`config.mk`:
```
export PLATFORM = sky130hd
export DESIGN_NAME = uart_tx_fifo
export DESIGN_NICKNAME = d
export VERILOG_FILES = /design/src/rtl/uart_tx_fifo.sv
export SDC_FILE = /design/constraint.sdc
export NUM_CORES = 1
export LEC_CHECK = 0
export ABC_AREA = 1
export CAP_MARGIN = 20
export CORE_MARGIN = 5
export CORE_UTILIZATION = 40
export DETAILED_ROUTE_END_ITERATION = 10
export GPL_TIMING_DRIVEN = 0
export SETUP_SLACK_MARGIN = 0.05
export SLEW_MARGIN = 20
export SYNTH_ARGS = -nofsm -noshare
export SYNTH_HDL_FRONTEND = slang
export SYNTH_SLANG_ARGS = --single-unit
```
`constraint.sdc`:
```
create_clock -name i_clk -period 2.5 [get_ports i_clk]
set_input_delay 0.25 -clock i_clk [delete_from_list [all_inputs] [get_ports i_clk]]
set_output_delay 0.25 -clock i_clk [all_outputs]
set_load 0.05 [all_outputs]
```
`src/rtl/uart_tx_fifo.sv`:
```
// -----------------------------------------------------------------------------
// uart_tx_fifo
//
// Parametrised UART transmitter with a small write FIFO in front of it. Words
// pushed by a bus writer are queued and sent LSB first as
//   start(0) | DATA_BITS data | optional parity | STOP_BITS stop(1)
// Queued words leave back-to-back: the next start bit follows the last stop
// bit directly, with no idle cycle between frames.
//
// Optional feature (macro UART_TX_BREAK_EN): adds input i_break. While it is
// high the line is held low. A frame already in flight keeps running
// internally, but its bits are masked. No new frame starts until at least one
// full bit period of mark has followed the end of the break.
//
// Ports:
//   i_clk    clock, all logic on the rising edge
//   i_rst    synchronous active-high reset
//   i_data   word to transmit (DATA_BITS wide, LSB first)
//   i_valid  write request; accepted when o_ready is high
//   i_break  (UART_TX_BREAK_EN only) force a break condition on the line
//   o_ready  FIFO not full and not in reset
//   o_out    serial TX line, idle high, registered
//   o_busy   frame in progress or FIFO non-empty
//   o_level  FIFO occupancy, 0..DEPTH
// -----------------------------------------------------------------------------
module uart_tx_fifo #(
  parameter int CLK_FREQ  = 250000,
  parameter int BAUD      = 9600,
  parameter int DATA_BITS = 8,
  parameter int PARITY    = 0,
  parameter int STOP_BITS = 1,
  parameter int DEPTH     = 4
) (
  input  logic                      i_clk,
  input  logic                      i_rst,
  input  logic [DATA_BITS-1:0]      i_data,
  input  logic                      i_valid,
`ifdef UART_TX_BREAK_EN
  input  logic                      i_break,
`endif
  output logic                      o_ready,
  output logic                      o_out,
  output logic                      o_busy,
  output logic [$clog2(DEPTH):0]    o_level
);

  localparam int CLKS_PER_BIT = CLK_FREQ / BAUD;
  localparam int CW = (CLKS_PER_BIT > 1) ? $clog2(CLKS_PER_BIT) : 1;
  localparam int PW = (DEPTH > 1) ? $clog2(DEPTH) : 1;
  localparam int LW = PW + 1;

  // Elaboration-time parameter checks
  if (CLKS_PER_BIT < 2) begin : g_bad_baud
    $error("uart_tx_fifo: CLK_FREQ/BAUD must be at least 2");
  end
  if (DATA_BITS < 5 || DATA_BITS > 9) begin : g_bad_data_bits
    $error("uart_tx_fifo: DATA_BITS must be in 5..9");
  end
  if (PARITY < 0 || PARITY > 2) begin : g_bad_parity
    $error("uart_tx_fifo: PARITY must be 0 (none), 1 (odd) or 2 (even)");
  end
  if (STOP_BITS < 1 || STOP_BITS > 2) begin : g_bad_stop_bits
    $error("uart_tx_fifo: STOP_BITS must be 1 or 2");
  end
  if (DEPTH < 2 || (DEPTH & (DEPTH - 1)) != 0) begin : g_bad_depth
    $error("uart_tx_fifo: DEPTH must be a power of two, at least 2");
  end

  typedef enum logic [2:0] {
    S_IDLE,
    S_START,
    S_DATA,
    S_PARITY,
    S_STOP
  } state_t;

  // ---------------------------------------------------------------------------
  // FIFO storage and bookkeeping
  // ---------------------------------------------------------------------------
  logic [DATA_BITS-1:0] mem [DEPTH];
  logic [PW-1:0]        wr_ptr;
  logic [PW-1:0]        rd_ptr;
  logic [LW-1:0]        count;

  logic push;
  logic pop;
  logic may_start;
  logic frame_done;

  // Frame FSM registers
  state_t               state;
  logic [CW-1:0]        clk_cnt;
  logic [3:0]           bit_cnt;
  logic [DATA_BITS-1:0] shift_reg;
  logic                 parity_reg;
  logic                 out_reg;
  logic                 clk_last;

  assign o_ready = (count != LW'(DEPTH)) && !i_rst;
  assign push    = i_valid && o_ready;

  assign clk_last   = (clk_cnt == CW'(CLKS_PER_BIT - 1));
  assign frame_done = (state == S_STOP) && clk_last && (bit_cnt == 4'(STOP_BITS - 1));

  // A word leaves the FIFO either from IDLE or exactly on the boundary that
  // ends the last stop bit, which is what makes queued frames contiguous.
  assign pop = (count != '0) && may_start && ((state == S_IDLE) || frame_done);

  always_ff @(posedge i_clk) begin
    if (push) begin
      mem[wr_ptr] <= i_data;
    end
  end

  always_ff @(posedge i_clk) begin
    if (i_rst) begin
      wr_ptr <= '0;
      rd_ptr <= '0;
      count  <= '0;
    end else begin
      if (push) begin
        wr_ptr <= wr_ptr + 1'b1;
      end
      if (pop) begin
        rd_ptr <= rd_ptr + 1'b1;
      end
      case ({push, pop})
        2'b10:   count <= count + 1'b1;
        2'b01:   count <= count - 1'b1;
        default: ;
      endcase
    end
  end

  // ---------------------------------------------------------------------------
  // Frame FSM. out_reg always holds the level for the bit currently on the
  // line; it is loaded on the same edge that moves the FSM into that bit.
  // ---------------------------------------------------------------------------
  always_ff @(posedge i_clk) begin
    if (i_rst) begin
      state      <= S_IDLE;
      clk_cnt    <= '0;
      bit_cnt    <= '0;
      shift_reg  <= '0;
      parity_reg <= 1'b0;
      out_reg    <= 1'b1;
    end else begin
      case (state)
        S_IDLE: begin
          out_reg <= 1'b1;
        end

        S_START: begin
          if (clk_last) begin
            clk_cnt    <= '0;
            out_reg    <= shift_reg[0];
            // Parity comes from the unshifted word, before DATA consumes it
            parity_reg <= (PARITY == 1) ? ~(^shift_reg) : (^shift_reg);
            state      <= S_DATA;
          end else begin
            clk_cnt <= clk_cnt + 1'b1;
          end
        end

        S_DATA: begin
          if (clk_last) begin
            clk_cnt <= '0;
            if (bit_cnt == 4'(DATA_BITS - 1)) begin
              bit_cnt <= '0;
              if (PARITY != 0) begin
                out_reg <= parity_reg;
                state   <= S_PARITY;
              end else begin
                out_reg <= 1'b1;
                state   <= S_STOP;
              end
            end else begin
              bit_cnt   <= bit_cnt + 1'b1;
              out_reg   <= shift_reg[1];
              shift_reg <= shift_reg >> 1;
            end
          end else begin
            clk_cnt <= clk_cnt + 1'b1;
          end
        end

        S_PARITY: begin
          if (clk_last) begin
            clk_cnt <= '0;
            out_reg <= 1'b1;
            state   <= S_STOP;
          end else begin
            clk_cnt <= clk_cnt + 1'b1;
          end
        end

        S_STOP: begin
          if (clk_last) begin
            clk_cnt <= '0;
            if (bit_cnt == 4'(STOP_BITS - 1)) begin
              bit_cnt <= '0;
              state   <= S_IDLE;
            end else begin
              bit_cnt <= bit_cnt + 1'b1;
            end
          end else begin
            clk_cnt <= clk_cnt + 1'b1;
          end
        end

        default: begin
          state   <= S_IDLE;
          out_reg <= 1'b1;
        end
      endcase

      // Loading a new word overrides whatever the case above decided
      if (pop) begin
        shift_reg <= mem[rd_ptr];
        out_reg   <= 1'b0;
        clk_cnt   <= '0;
        bit_cnt   <= '0;
        state     <= S_START;
      end
    end
  end

  assign o_busy  = (state != S_IDLE) || (count != '0);
  assign o_level = count;

`ifdef UART_TX_BREAK_EN
  // Counts down the mark period that must follow a break before a new start
  localparam int MW = $clog2(CLKS_PER_BIT + 1);
  logic [MW-1:0] mark_cnt;

  always_ff @(posedge i_clk) begin
    if (i_rst) begin
      mark_cnt <= '0;
    end else if (i_break) begin
      mark_cnt <= MW'(CLKS_PER_BIT);
    end else if (mark_cnt != '0) begin
      mark_cnt <= mark_cnt - 1'b1;
    end
  end

  assign may_start = !i_break && (mark_cnt == '0);
  assign o_out     = out_reg & ~i_break;
`else
  assign may_start = 1'b1;
  assign o_out     = out_reg;
`endif

endmodule

```
# Yosys cells after proc, flatten, opt, wreduce, memory -nomap -nowiden
# Memories as Yosys holds them, arrays and structs flattened. A register that Yosys moved wholly into a read port is not among the register bits.
# Index checks and enable logic that the tools add are counted.
# word_totals
regBits	28
mem_bits_rw	32
wordCells	93
mem_count	1
# mem_list
name	words	word_bits	read_ports	rd_ports_with_merged_regs	wr	line_no	source
mem	4	8	1	1	1	80	logic [DATA_BITS-1:0] mem [DEPTH];
# classes
add_sub_neg	6
eq_ne	24
mux	29
bitwise_logic	1
n_reduce_logical	23
# ops
cell	n
two-way mux 8 bit	4
two-way mux 3 bit	6
inequality test 3 bit (second input constant)	6
two-way mux 4 bit	4
inequality test 2 bit (second input constant)	8
one-hot mux 3 bit (5 select lines)	1
AND reduction 7 bit	2
two-way mux 1 bit	8
one-hot mux 4 bit (2 select lines)	1
nonzero test 2 bit	4
== test 3 x 2 -> 1 bit (second input constant)	2
one-hot mux 3 bit (2 select lines)	1
AND reduction 3 bit	2
nonzero test 3 bit	2
adder 5 x 1 -> 5 bit (second input constant)	1
== test 5 bit (second input constant)	1
logical AND 1 bit	5
two-way mux 5 bit	1
adder 2 x 1 -> 2 bit (second input constant)	2
adder 4 x 1 -> 4 bit (second input constant)	1
== test 4 x 3 -> 1 bit (second input constant)	1
zero test 4 bit	1
two-way mux 2 bit	2
one-hot mux 1 bit (4 select lines)	1
other kinds (15)	16

# Longest topological paths before layout
# Gate-level depths: netlist of run 1.
# depth
depth_word	7
ltp_mapped	14
mapped_depth_nobuf	14

# Worst setup path after synthesis of run 1
# Ideal clock, no wire load.
# synth_path
path_kind	register to register
startpoint	reg count[1], in the netlist o_level[1]
endpoint	reg count[2], in the netlist o_level[2]
setup_time_ns	0.078
arrival_ns	3.204
required_time_ns	2.422
slack_ns	-0.782
stages_incl_launch_ff	10
synth_period_minus_slack_ns	3.282
cell_sequence	dfxtp_1 inv_1 a31oi_1 nand2_1 ha_1 fa_1 nor2_1 nor2_1 and3_1 nor3_1
# synth_between
elab_chain_cells	5
elab_cells_between_ends	11
classes_between	add/sub: 2; eq/ne: 3; mux: 1; reduce/logical: 5
# synth_rtl
element	line_no	source
start, declared	83	logic [LW-1:0] count;
start signal, assigned	128	2'b10: count <= count + 1'b1;
start signal, assigned	129	2'b01: count <= count - 1'b1;
inequality test 3 bit *	99	assign o_ready = (count != LW'(DEPTH)) && !i_rst;
logical AND 1 bit *	99	
net o_ready	41	output logic o_ready,
logical AND 1 bit *	100	assign push = i_valid && o_ready;
== test 2 x 1 -> 1 bit / == test 2 bit (equally long branches)	127	case ({push, pop})
one-hot mux 3 bit (2 select lines) / nonzero test 2 bit (equally long branches)	n/a	
# The timed path passes the listed nets; every way through them passes the cells marked *.
# A chain may end at the register's enable or synchronous reset.

# Worst setup path in the final report of run 1
# layout_path
startpoint	reg clk_cnt[1]
endpoint	reg count[1], in the netlist o_level[1]
# layout_between
elab_chain_cells	7
elab_cells_between_ends	9
classes_between	eq/ne: 3; mux: 1; reduce/logical: 5
# layout_rtl
element	line_no	source
start, declared	92	logic [CW-1:0] clk_cnt;
start signal, assigned	161	clk_cnt <= clk_cnt + 1'b1;
start signal, assigned	183	clk_cnt <= clk_cnt + 1'b1;
start signal, assigned	193	clk_cnt <= clk_cnt + 1'b1;
== test 5 bit *	102	assign clk_last = (clk_cnt == CW'(CLKS_PER_BIT - 1));
logical AND 1 bit * (2 in a row)	103	assign frame_done = (state == S_STOP) && clk_last && (bit_cnt == 4'(STOP_BITS - 1));
logical OR 1 bit *	107	assign pop = (count != '0) && may_start && ((state == S_IDLE) || frame_done);
logical AND 1 bit *	107	
== test 2 x 1 -> 1 bit / == test 2 bit (equally long branches)	127	
one-hot mux 3 bit (2 select lines) / nonzero test 2 bit (equally long branches)	n/a	
# Every way passes the cells marked *; elsewhere a longest branch is shown, timed or not.

==> results of run 1 <==
==> cell type report <==
class	instances	area [µm²]
plain buffers	7	48.80
inverters	34	130.1
fillers	709	3767
clock buffers	11	131.4
multi-input cells	220	1197
clock inverters	5	52.55
repair buffers	16	160.2
flip-flops and latches	62	1564
well taps	99	123.9
==> per-stage QoR <==
step	worst slack, ps	power (W)	area, µm²	hold WS (ps)	std cells
final	215.8	0.003594	3408	483.3	454
after global routing	71.22	0.003879	3408	505.9	454
after global placement	173.9	0.002766	3219	469.3	438
after CTS	168.7	0.003628	3403	484.0	454
after detailed placement	177.2	0.002789	3219	474.6	438
after floorplan	89.95	0.002438	2935	348.9	323
==> final timing paths <==
check	from	end
hold reg to reg	shift_reg[7]$_SDFFE_PP0P_	shift_reg[7]$_SDFFE_PP0P_
setup reg to reg	clk_cnt[1]$_SDFFE_PP0P_	o_level[1]$_SDFFE_PP0P_
setup / recovery	clk_cnt[1]$_SDFFE_PP0P_	o_level[1]$_SDFFE_PP0P_
hold / removal	shift_reg[7]$_SDFFE_PP0P_	shift_reg[7]$_SDFFE_PP0P_
==> layout by cell type (no fill, tap or decap), drive strengths merged, types with 2 or more instances in the layout <==
cell type,n
xor2,5
dfxtp,30
o21ai,17
o22ai,3
clkdlybuf4s50,16
nand3b,2
buf,4
nor2,29
ha,9
nor3,8
clkbuf,14
a21oi,23
nand3,32
nand2,86
inv,33
edfxtp,32
clkinv,4
==> logic make-up (layout without fill, tap and decap cells) <==
| kind of cell | after synthesis | in the layout | share of synthesized area, % |
|---|---|---|---|
| flops | 62 | 62 | 53.52 |
| buf+inv | 41 | 73 | 6.132 |
| simple gates | 160 | 160 | 25.94 |
| compound gates | 45 | 45 | 8.362 |
| xor+xnor | 5 | 5 | 1.501 |
| fa+ha+maj | 10 | 10 | 4.546 |
==> routing by layer <==
metal | vias up | routed length [µm] | track usage (%)
li1 | 1125 | - | -
met1 | 975 | 2479 | 16.52
met2 | 28 | 2731 | 22.10
met3 | 8 | 222 | 4.025
met4 | 0 | 95 | 6.398
met5 | - | 0 | 0
==> critical path, cell delays in order (launching register included) <==
cell and delay (ps):
dfxtp_1 320, inv_1 80, ha_1 180, nand2_1 90
nor2_4 200, nand3_4 90, nand2_4 130, nand2_4 80
inv_2 100, ha_1 210, fa_1 430, o21ai_0 190
a21oi_1 60
==> report_power, final <==
part	switching [W]	internal, W
Clock	0.000373	0.000455
Sequential	0.000104	0.00122
Combinational	0.000918	0.000521
Total	0.00140	0.00220
==> impl_summary.log, run 1 <==
[metrics] outcome: complete, no violations
[metrics] reported max-cap violation count: 0
[metrics] number of clock sinks: 62
[metrics] Critical Path End Type: flip-flop
[metrics] Yosys top cell by area: edfxtp_1
[metrics] count leader, synth: nand2_1
[metrics] required time of the worst setup path: 2720 ps
[metrics] clock tree from TritonCTS: yes
[metrics] area of the die: 0.009102 mm²
[metrics] area of the mapped netlist: 0.002918 mm²
[metrics] cells on worst reg2reg path: 12
[metrics] n_diodes: 0
[metrics] Worst-Margin Slew: 813.7 ps
[metrics] largest net degree at the start of global routing: 12
[metrics] via count of the first global-routing pass: 2015
[metrics] wire length per cell: 12.18 µm
[metrics] count of different cell masters after synthesis: 34
[metrics] CTS Root Cell: clkbuf_8
[metrics] worst hold stages: 2
[metrics] GRT Resource Usage Total: 13.59%
[metrics] last weighted congestion value of the routability-driven placer: 0.7649
[metrics] area share of the leading cell type in the synthesized netlist: 32.93%
[metrics] startpoint class of the critical path: flip-flop
[metrics] first-pass iteration count of the detailed router: 4
[metrics] count of flip-flops with a built-in enable after synthesis: 32
[metrics] largest cells by area after synthesis: edfxtp_1 (33%), dfxtp_1 (21%), nand2_1 (9.9%)
[metrics] clock input transition at the sequential cells of the worst setup and hold paths: 60 ps
[metrics] share of the cycle needed by the critical path after routing: 91.37%
[metrics] Post-Synthesis Net Count: 344
[metrics] relative slew slack: 45.55%
[metrics] Finished Core Util: 47.50%
[metrics] initial antenna violation count: 0
[metrics] count of mapped cells out of synthesis: 323
[metrics] Syn-to-layout area delta: 16.81%
[metrics] chip width: 95.41 µm
[metrics] row count: 31
[metrics] proportion of synthesized flip-flops having asynchronous set or reset: 0%
[metrics] Chip Height: 95.41 µm
[metrics] TritonCTS buffer count: 9
[metrics] final max-slew violation count: 0
[metrics] routed via count: 2136
[metrics] GRT Residual Overflow: 0
[metrics] summed negative setup slack over all endpoints: 0 ps
[metrics] hold_buf cts: 0
[metrics] via density per instance: 4.705
[metrics] H-tree depth: 3
[metrics] buffers inserted during post-CTS setup optimization: 0
[metrics] total count of hold-check failures in the final report: 0
[metrics] setup skew after layout: 8.343 ps
[metrics] max FFs per register: 32
[metrics] global-route wire length before repair: 9.225 mm
[metrics] arrival time of the worst setup path: 2500 ps
[metrics] predominant post-synthesis flop cell: edfxtp_1
[metrics] share of final-layout standard cells stronger than drive strength 1: 12.39%
[metrics] number of setup violations in the final report: 0
[metrics] maximum clock frequency: 0.4378 GHz
[metrics] unrepaired setup endpoints after global routing: false
[metrics] Port Buffers: 16
[metrics] post-layout minimum cycle time: 2284 ps
[metrics] leading cell types by count after synthesis: nand2_1 (77), edfxtp_1 (32), nand3_1 (31)
[metrics] average cell area after synthesis: 9.033 µm²
[metrics] top-level I/O count: 17
[metrics] Peak VDD IR: 0.4367 mV
[metrics] area of the core: 0.007176 mm²
[metrics] count of unresolved DRC violations after routing: 0
[metrics] Total Nets Final: 371
[metrics] leakage component of the power: 1.296 nW
[metrics] Hold Crit Class: reg2reg
[metrics] remaining antenna violation count after routing: 0
[metrics] largest buffer count on any clock path: 2
[metrics] cells resized by post-CTS repair: 0
[metrics] total wire length after detailed routing: 5.528 mm
[metrics] setup slack of the most critical reg-to-reg path: 220 ps
[metrics] Max FO, Critical Path: 8
[metrics] kind of critical path: reg2reg
[metrics] FF+latch count, synth: 62
[metrics] later-pin clock latency in the skew report: 340 ps
[metrics] final HPWL from detailed placement: 3.846 mm
[metrics] initial core utilization: 40.66%
[metrics] Ys Warns: 0
[metrics] Power per Cell Area: 1054 mW/mm²
[metrics] proportion of synthesized chip area in sequential cells: 53.52%
[metrics] first-iteration detailed-routing DRC count: 73
(Power assumes the default switching activity.)
==> run 2, diff against run 1 <==
--- a/config.mk
+++ b/config.mk
@@ -11,6 +11,7 @@
 export CORE_UTILIZATION = 40
 export DETAILED_ROUTE_END_ITERATION = 10
 export GPL_TIMING_DRIVEN = 0
+export PLACE_DENSITY = 0.55
 export SETUP_SLACK_MARGIN = 0.05
 export SLEW_MARGIN = 20
 export SYNTH_ARGS = -nofsm -noshare
==> run 2 against run 1 <==
Effect of this change: die area is the same; critical endpoint is now o_busy; final cell count is the same; utilization grew 1.1 points; global-route usage grew 0.40 points; register-to-register slack gained 70 ps; setup slack gained 5.3 ps; total power grew 10%; critical path type is now reg2out; sequential share of layout area shrank 1.1 points; count of clock-buffer cells in the layout shrank 2.
==> impl_summary.log, run 2 (synthesis results as in run 1) <==
[metrics] Chip Height: 95.41 µm (unchanged)
[metrics] clock tree from TritonCTS: yes
[metrics] setup skew after layout: 5.200 ps (-3.143 ps)
[metrics] routed via count: 2155 (+0.89%)
[metrics] wire length per cell: 12.52 µm (+2.8%)
[metrics] share of final-layout standard cells stronger than drive strength 1: 12.96% (+0.56 points)
[metrics] total count of hold-check failures in the final report: 0 (unchanged)
[metrics] TritonCTS buffer count: 9 (unchanged)
[metrics] Power per Cell Area: 1137 mW/mm² (+7.8%)
[metrics] kind of critical path: reg2out
[metrics] via count of the first global-routing pass: 2061 (+2.3%)
[metrics] n_diodes: 0 (unchanged)
[metrics] Total Nets Final: 371 (unchanged)
[metrics] max FFs per register: 32 (unchanged)
[metrics] commonest non-fill, non-tap cells in the layout: nand2_1 (77), edfxtp_1 (32), nand3_1 (31)
[metrics] Worst Hold Slack: 484.2 ps (+0.8890 ps)
[metrics] unrepaired setup endpoints after global routing: false
[metrics] final HPWL from detailed placement: 4.024 mm (+4.6%)
[metrics] most common cell after layout, fill and taps aside: nand2_1
[metrics] arrival time of the worst setup path: 2030 ps (-470 ps)
[metrics] area of the core: 0.007176 mm² (unchanged)
[metrics] first-pass iteration count of the detailed router: 4 (unchanged)
[metrics] number of clock sinks: 62 (unchanged)
[metrics] count of unresolved DRC violations after routing: 0 (unchanged)
[metrics] maximum clock frequency: 0.4388 GHz (+0.23%)
[metrics] row count: 31 (unchanged)
[metrics] summed negative setup slack over all endpoints: 0 ps (unchanged)
[metrics] Finished Core Util: 48.61% (+1.1 points)
[metrics] share of the cycle needed by the critical path after routing: 91.16% (-0.21 points)
[metrics] number of setup violations in the final report: 0 (unchanged)
[metrics] remaining antenna violation count after routing: 0 (unchanged)
[metrics] last weighted congestion value of the routability-driven placer: 0.7474 (-2.3%)
[metrics] GRT Resource Usage Total: 13.99% (+0.40 points)
[metrics] Peak VDD IR: 0.4091 mV (-6.3%)
[metrics] Critical Path End Type: output pin
[metrics] required time of the worst setup path: 2250 ps (-470 ps)
[metrics] outcome: complete, no violations
[metrics] Hold Crit Class: reg2reg
[metrics] Port Buffers: 16 (unchanged)
[metrics] hold_buf cts: 0 (unchanged)
[metrics] post-layout minimum cycle time: 2279 ps (-5.284 ps)
[metrics] chip width: 95.41 µm (unchanged)
[metrics] first-iteration detailed-routing DRC count: 66 (-9.6%)
[metrics] area occupied by multi-input gates: 0.001192 mm² (-0.42%)
[metrics] CTS Root Cell: clkbuf_8
[metrics] leakage component of the power: 1.330 nW (+2.6%)
[metrics] relative slew slack: 48.63% (+3.1 points)
[metrics] sequential cell area: 0.001564 mm² (unchanged)
[metrics] total wire length after detailed routing: 5.683 mm (+2.8%)
[metrics] later-pin clock latency in the skew report: 340 ps (about the same)
[metrics] number of fill cells in the layout: 699 (-1.4%)
[metrics] global-route wire length before repair: 9.660 mm (+4.7%)
[metrics] largest net degree at the start of global routing: 13 (+1)
[metrics] top-level I/O count: 17 (unchanged)
[metrics] initial core utilization: 40.66% (unchanged)
[metrics] startpoint class of the critical path: flip-flop
[metrics] Syn-to-layout area delta: 19.55%
[metrics] reported max-cap violation count: 0 (unchanged)
[metrics] area of the die: 0.009102 mm² (unchanged)
[metrics] Max FO, Critical Path: 5 (-3)
[metrics] GRT Residual Overflow: 0 (unchanged)
[metrics] final max-slew violation count: 0 (unchanged)
[metrics] via density per instance: 4.747 (+0.89%)
[metrics] Worst-Margin Slew: 767.8 ps (-45.96 ps)
[metrics] H-tree depth: 3 (unchanged)
[metrics] clock input transition at the sequential cells of the worst setup and hold paths: 70 ps (about the same)
[metrics] total power consumption of the routed design: 0.003965 W (+10%)
[metrics] initial antenna violation count: 0 (unchanged)
[metrics] largest buffer count on any clock path: 2 (unchanged)
-- run 2: report_power, final --
part / internal, W / switching, W / total, W
registers: 0.00122 / 0.000104 / 0.00133
logic: 0.000518 / 0.000930 / 0.00145
clock network: 0.000768 / 0.000424 / 0.00119
total: 0.00251 / 0.00146 / 0.00396
-- run 2: final timing paths --
check                          start                       to  slack (ps)  depth (start not counted)
max            state[2]$_SDFFE_PP0P_                   o_busy         220                          5
min          bit_cnt[0]$_SDFFE_PP0P_  bit_cnt[0]$_SDFFE_PP0P_         480                          2
max reg2reg  clk_cnt[1]$_SDFFE_PP0P_  o_level[2]$_SDFFE_PP0P_         290                         14
min reg2reg  bit_cnt[0]$_SDFFE_PP0P_  bit_cnt[0]$_SDFFE_PP0P_         480                          2
-- run 2: cell type report --
cell class                 count  share of cell area [%]
timing repair buffer          16                   4.591
sequential                    62                   44.83
multi-input combinational    220                   34.18
clock buffer                   9                   3.551
clock inverter                 7                   4.161
buffer                         7                   1.399
inverter                      34                   3.730
tap                           99                   3.551
-- run 2: repair_timing --
action                                  CTS  global route
buffers inserted                          0             0
gates resized for setup                   0             1
endpoints found under the setup margin    0             1
-- run 2: worst max-delay path: stages (launching register included) --
cell             delay (ps)
dfxtp_1                 460
inv_1                   130
nand2_1                 150
inv_1                    80
nand2_1                  70
clkdlybuf4s50_1         790
-- run 2: through the flow --
stage	cell area, µm²	setup WS, ps	cells
4_1_cts	3488	182.5	454
6_report	3488	221.1	454
2_1_floorplan	2935	89.95	323
3_5_place_dp	3219	165.8	438
5_1_grt	3488	90.95	454
3_3_place_gp	3219	214.4	438
-- run 2: layer usage --
layer | vias to the layer above | part of all wire [%] | global-route usage, %
met5 | - | 0 | 0
met4 | 0 | 1.6 | 6.043
met3 | 9 | 3.0 | 3.473
met2 | 30 | 49 | 22.68
met1 | 990 | 46 | 17.71
li1 | 1126 | - | -
==> run 3, diff against run 2 <==
--- a/config.mk
+++ b/config.mk
@@ -9,9 +9,11 @@
 export CAP_MARGIN = 20
 export CORE_MARGIN = 5
 export CORE_UTILIZATION = 40
+export CTS_CLUSTER_SIZE = 30
 export DETAILED_ROUTE_END_ITERATION = 10
 export GPL_TIMING_DRIVEN = 0
 export PLACE_DENSITY = 0.55
+export RECOVER_POWER = 25
 export SETUP_SLACK_MARGIN = 0.05
 export SLEW_MARGIN = 20
 export SYNTH_ARGS = -nofsm -noshare
==> run 3 against run 2 <==
Effect of this change: count of clock-buffer cells in the layout unchanged; critical path type unchanged; cell area is the same; clock power barely moved; global-route usage unchanged; worst hold slack unchanged; routed wire length about the same; combinational power barely moved; setup slack is the same.
==> impl_summary.log, run 3 (synthesis results as in run 1) <==
[metrics] top-level I/O count: 17 (unchanged)
[metrics] Worst Hold Slack: 484.2 ps (unchanged)
[metrics] largest net degree at the start of global routing: 13 (unchanged)
[metrics] chip width: 95.41 µm (unchanged)
[metrics] kind of critical path: reg2out
[metrics] initial antenna violation count: 0 (unchanged)
[metrics] CTS Root Cell: clkbuf_8
[metrics] via density per instance: 4.747 (unchanged)
[metrics] total wire length after detailed routing: 5.681 mm (about the same)
[metrics] n_diodes: 0 (unchanged)
[metrics] share of the cycle needed by the critical path after routing: 91.16% (unchanged)
[metrics] startpoint of the worst hold path: bit_cnt[0]$_SDFFE_PP0P_
[metrics] via count of the first global-routing pass: 2061 (unchanged)
[metrics] reported max-cap violation count: 0 (unchanged)
[metrics] launching point of the worst reg2reg path: clk_cnt[1]$_SDFFE_PP0P_
[metrics] Port Buffers: 16 (unchanged)
[metrics] leakage component of the power: 1.332 nW (+0.14%)
[metrics] Hold Crit Class: reg2reg
[metrics] max FFs per register: 32 (unchanged)
[metrics] post-layout minimum cycle time: 2279 ps (unchanged)
[metrics] met3 Resource Use GR: 3.473% (unchanged)
[metrics] total count of hold-check failures in the final report: 0 (unchanged)
[metrics] required time of the worst setup path: 2250 ps (about the same)
[metrics] number of placed instances with taps included: 438 (unchanged)
[metrics] Global Route met1 Usage: 17.71% (unchanged)
[metrics] post-route setup slack: 221.1 ps (unchanged)
[metrics] area occupied by multi-input gates: 0.001192 mm² (unchanged)
[metrics] number of setup violations in the final report: 0 (unchanged)
[metrics] H-tree depth: 3 (unchanged)
[metrics] later-pin clock latency in the skew report: 340 ps (about the same)
[metrics] Peak VDD IR: 0.4091 mV (about the same)
[metrics] count of unresolved DRC violations after routing: 0 (unchanged)
[metrics] number of fill cells in the layout: 699 (unchanged)
[metrics] Chip Height: 95.41 µm (unchanged)
[metrics] Power per Cell Area: 1136 mW/mm² (about the same)
[metrics] clock tree from TritonCTS: yes
[metrics] first element of the critical path: state[2]$_SDFFE_PP0P_
[metrics] number of clock sinks: 62 (unchanged)
[metrics] global routing met2 resource utilization: 22.68% (unchanged)
[metrics] Syn-to-layout area delta: 19.55% (unchanged)
[metrics] area of the die: 0.009102 mm² (unchanged)
[metrics] GRT Resource Usage Total: 13.99% (unchanged)
[metrics] outcome: complete, no violations
[metrics] final max-slew violation count: 0 (unchanged)
[metrics] row count: 31 (unchanged)
[metrics] area of the core: 0.007176 mm² (unchanged)
[metrics] first-iteration detailed-routing DRC count: 66 (unchanged)
[metrics] Worst-Margin Slew: 767.8 ps (unchanged)
[metrics] global-route wire length before repair: 9.660 mm (unchanged)
[metrics] Total Nets Final: 371 (unchanged)
[metrics] most common cell after layout, fill and taps aside: nand2_1
[metrics] Max FO, Critical Path: 5 (unchanged)
[metrics] first-pass iteration count of the detailed router: 4 (unchanged)
[metrics] relative slew slack: 48.63% (unchanged)
[metrics] arrival time of the worst setup path: 2030 ps (about the same)
[metrics] startpoint class of the critical path: flip-flop
[metrics] Layout Cells excl Fill: 454 (unchanged)
[metrics] TritonCTS buffer count: 9 (unchanged)
[metrics] setup skew after layout: 5.200 ps (unchanged)
[metrics] maximum clock frequency: 0.4388 GHz (unchanged)
[metrics] GRT Residual Overflow: 0 (unchanged)
[metrics] Critical Path End Type: output pin
[metrics] library cell contributing the largest single delay on the critical path: clkdlybuf4s50_1
[metrics] clock input transition at the sequential cells of the worst setup and hold paths: 70 ps (about the same)
[metrics] routed via count: 2155 (unchanged)
[metrics] total power consumption of the routed design: 0.003963 W (about the same)
[metrics] unrepaired setup endpoints after global routing: false
[metrics] sequential cell area: 0.001564 mm² (unchanged)
[metrics] wire length per cell: 12.51 µm (about the same)
[metrics] commonest non-fill, non-tap cells in the layout: nand2_1 (77), edfxtp_1 (32), nand3_1 (31)
[metrics] routing layer with the top usage in global route: met2
[metrics] DP Worst Slack: 165.8 ps (unchanged)
[metrics] summed negative setup slack over all endpoints: 0 ps (unchanged)
[metrics] final HPWL from detailed placement: 4.024 mm (unchanged)
[metrics] initial core utilization: 40.66% (unchanged)
[metrics] share of final-layout standard cells stronger than drive strength 1: 12.96% (unchanged)
[metrics] delay of the slowest critical-path stage: 790 ps (about the same)
[metrics] largest buffer count on any clock path: 2 (unchanged)
[metrics] last weighted congestion value of the routability-driven placer: 0.7474 (unchanged)
[metrics] remaining antenna violation count after routing: 0 (unchanged)
[metrics] worst path cell trace: inv_1 -> nand2_1 -> inv_1 -> nand2_1 -> clkdlybuf4s50_1
[metrics] hold_buf cts: 0 (unchanged)
-- run 3: cell types whose count changed in the layout (fill, tap and decap cells not counted), sizes merged --
| cell | change |
|---|---|
| clkdlybuf4s50 | -7 |
| dlygate4sd3 | +7 |
-- run 3: timing repair --
| item | CTS | global route |
|---|---|---|
| buffers inserted | 0 | 0 |
| resized for setup | 0 | 1 |
| setup endpoints to repair | 0 | 1 |
-- run 3: through the flow --
stage	cell area [µm²]	utilization (%)
2_1_floorplan	2935	-
3_3_place_gp	3219	44.86
3_5_place_dp	3219	44.86
4_1_cts	3488	48.61
5_1_grt	3488	48.61
6_report	3488	48.61
-- run 3: critical path: cells and delay by family, from the launching register on --
family | cells | cell delay (ps)
buffers and inverters | 3 | 1000
DFF | 1 | 460
and+or+nand+nor | 2 | 220
-- run 3: layout make-up --
type | count | area share (%)
multi-input cells | 220 | 34.18
flip-flops and latches | 62 | 44.83
well taps | 99 | 3.551
inverters | 34 | 3.730
plain buffers | 7 | 1.399
repair buffers | 16 | 4.591
clock inverters | 7 | 4.161
clock buffers | 9 | 3.551
-- run 3: path summary, 6_finish.rpt --
path                                                end  slack [ps]  depth (start not counted)
worst min register to register  bit_cnt[0]$_SDFFE_PP0P_         480                          2
worst max-delay path                             o_busy         220                          5
worst max register to register  o_level[2]$_SDFFE_PP0P_         290                         14
worst min-delay path            bit_cnt[0]$_SDFFE_PP0P_         480                          2
-- run 3: power by group --
part / internal [W] / switching [W] / total (W) / leakage [nW]
combinational: 0.000515 / 0.000930 / 0.00145 / 0.665
clock: 0.000768 / 0.000424 / 0.00119 / 0.130
sequential: 0.00122 / 0.000104 / 0.00133 / 0.537
-- run 3: metal layers --
layer  share of wire, %  vias up  routed length, µm
met5                  0        -                  0
met4                1.6        0                 92
met3                3.0        9                173
met2                 49       30               2811
met1                 46      990               2604
li1                   -     1126                  -
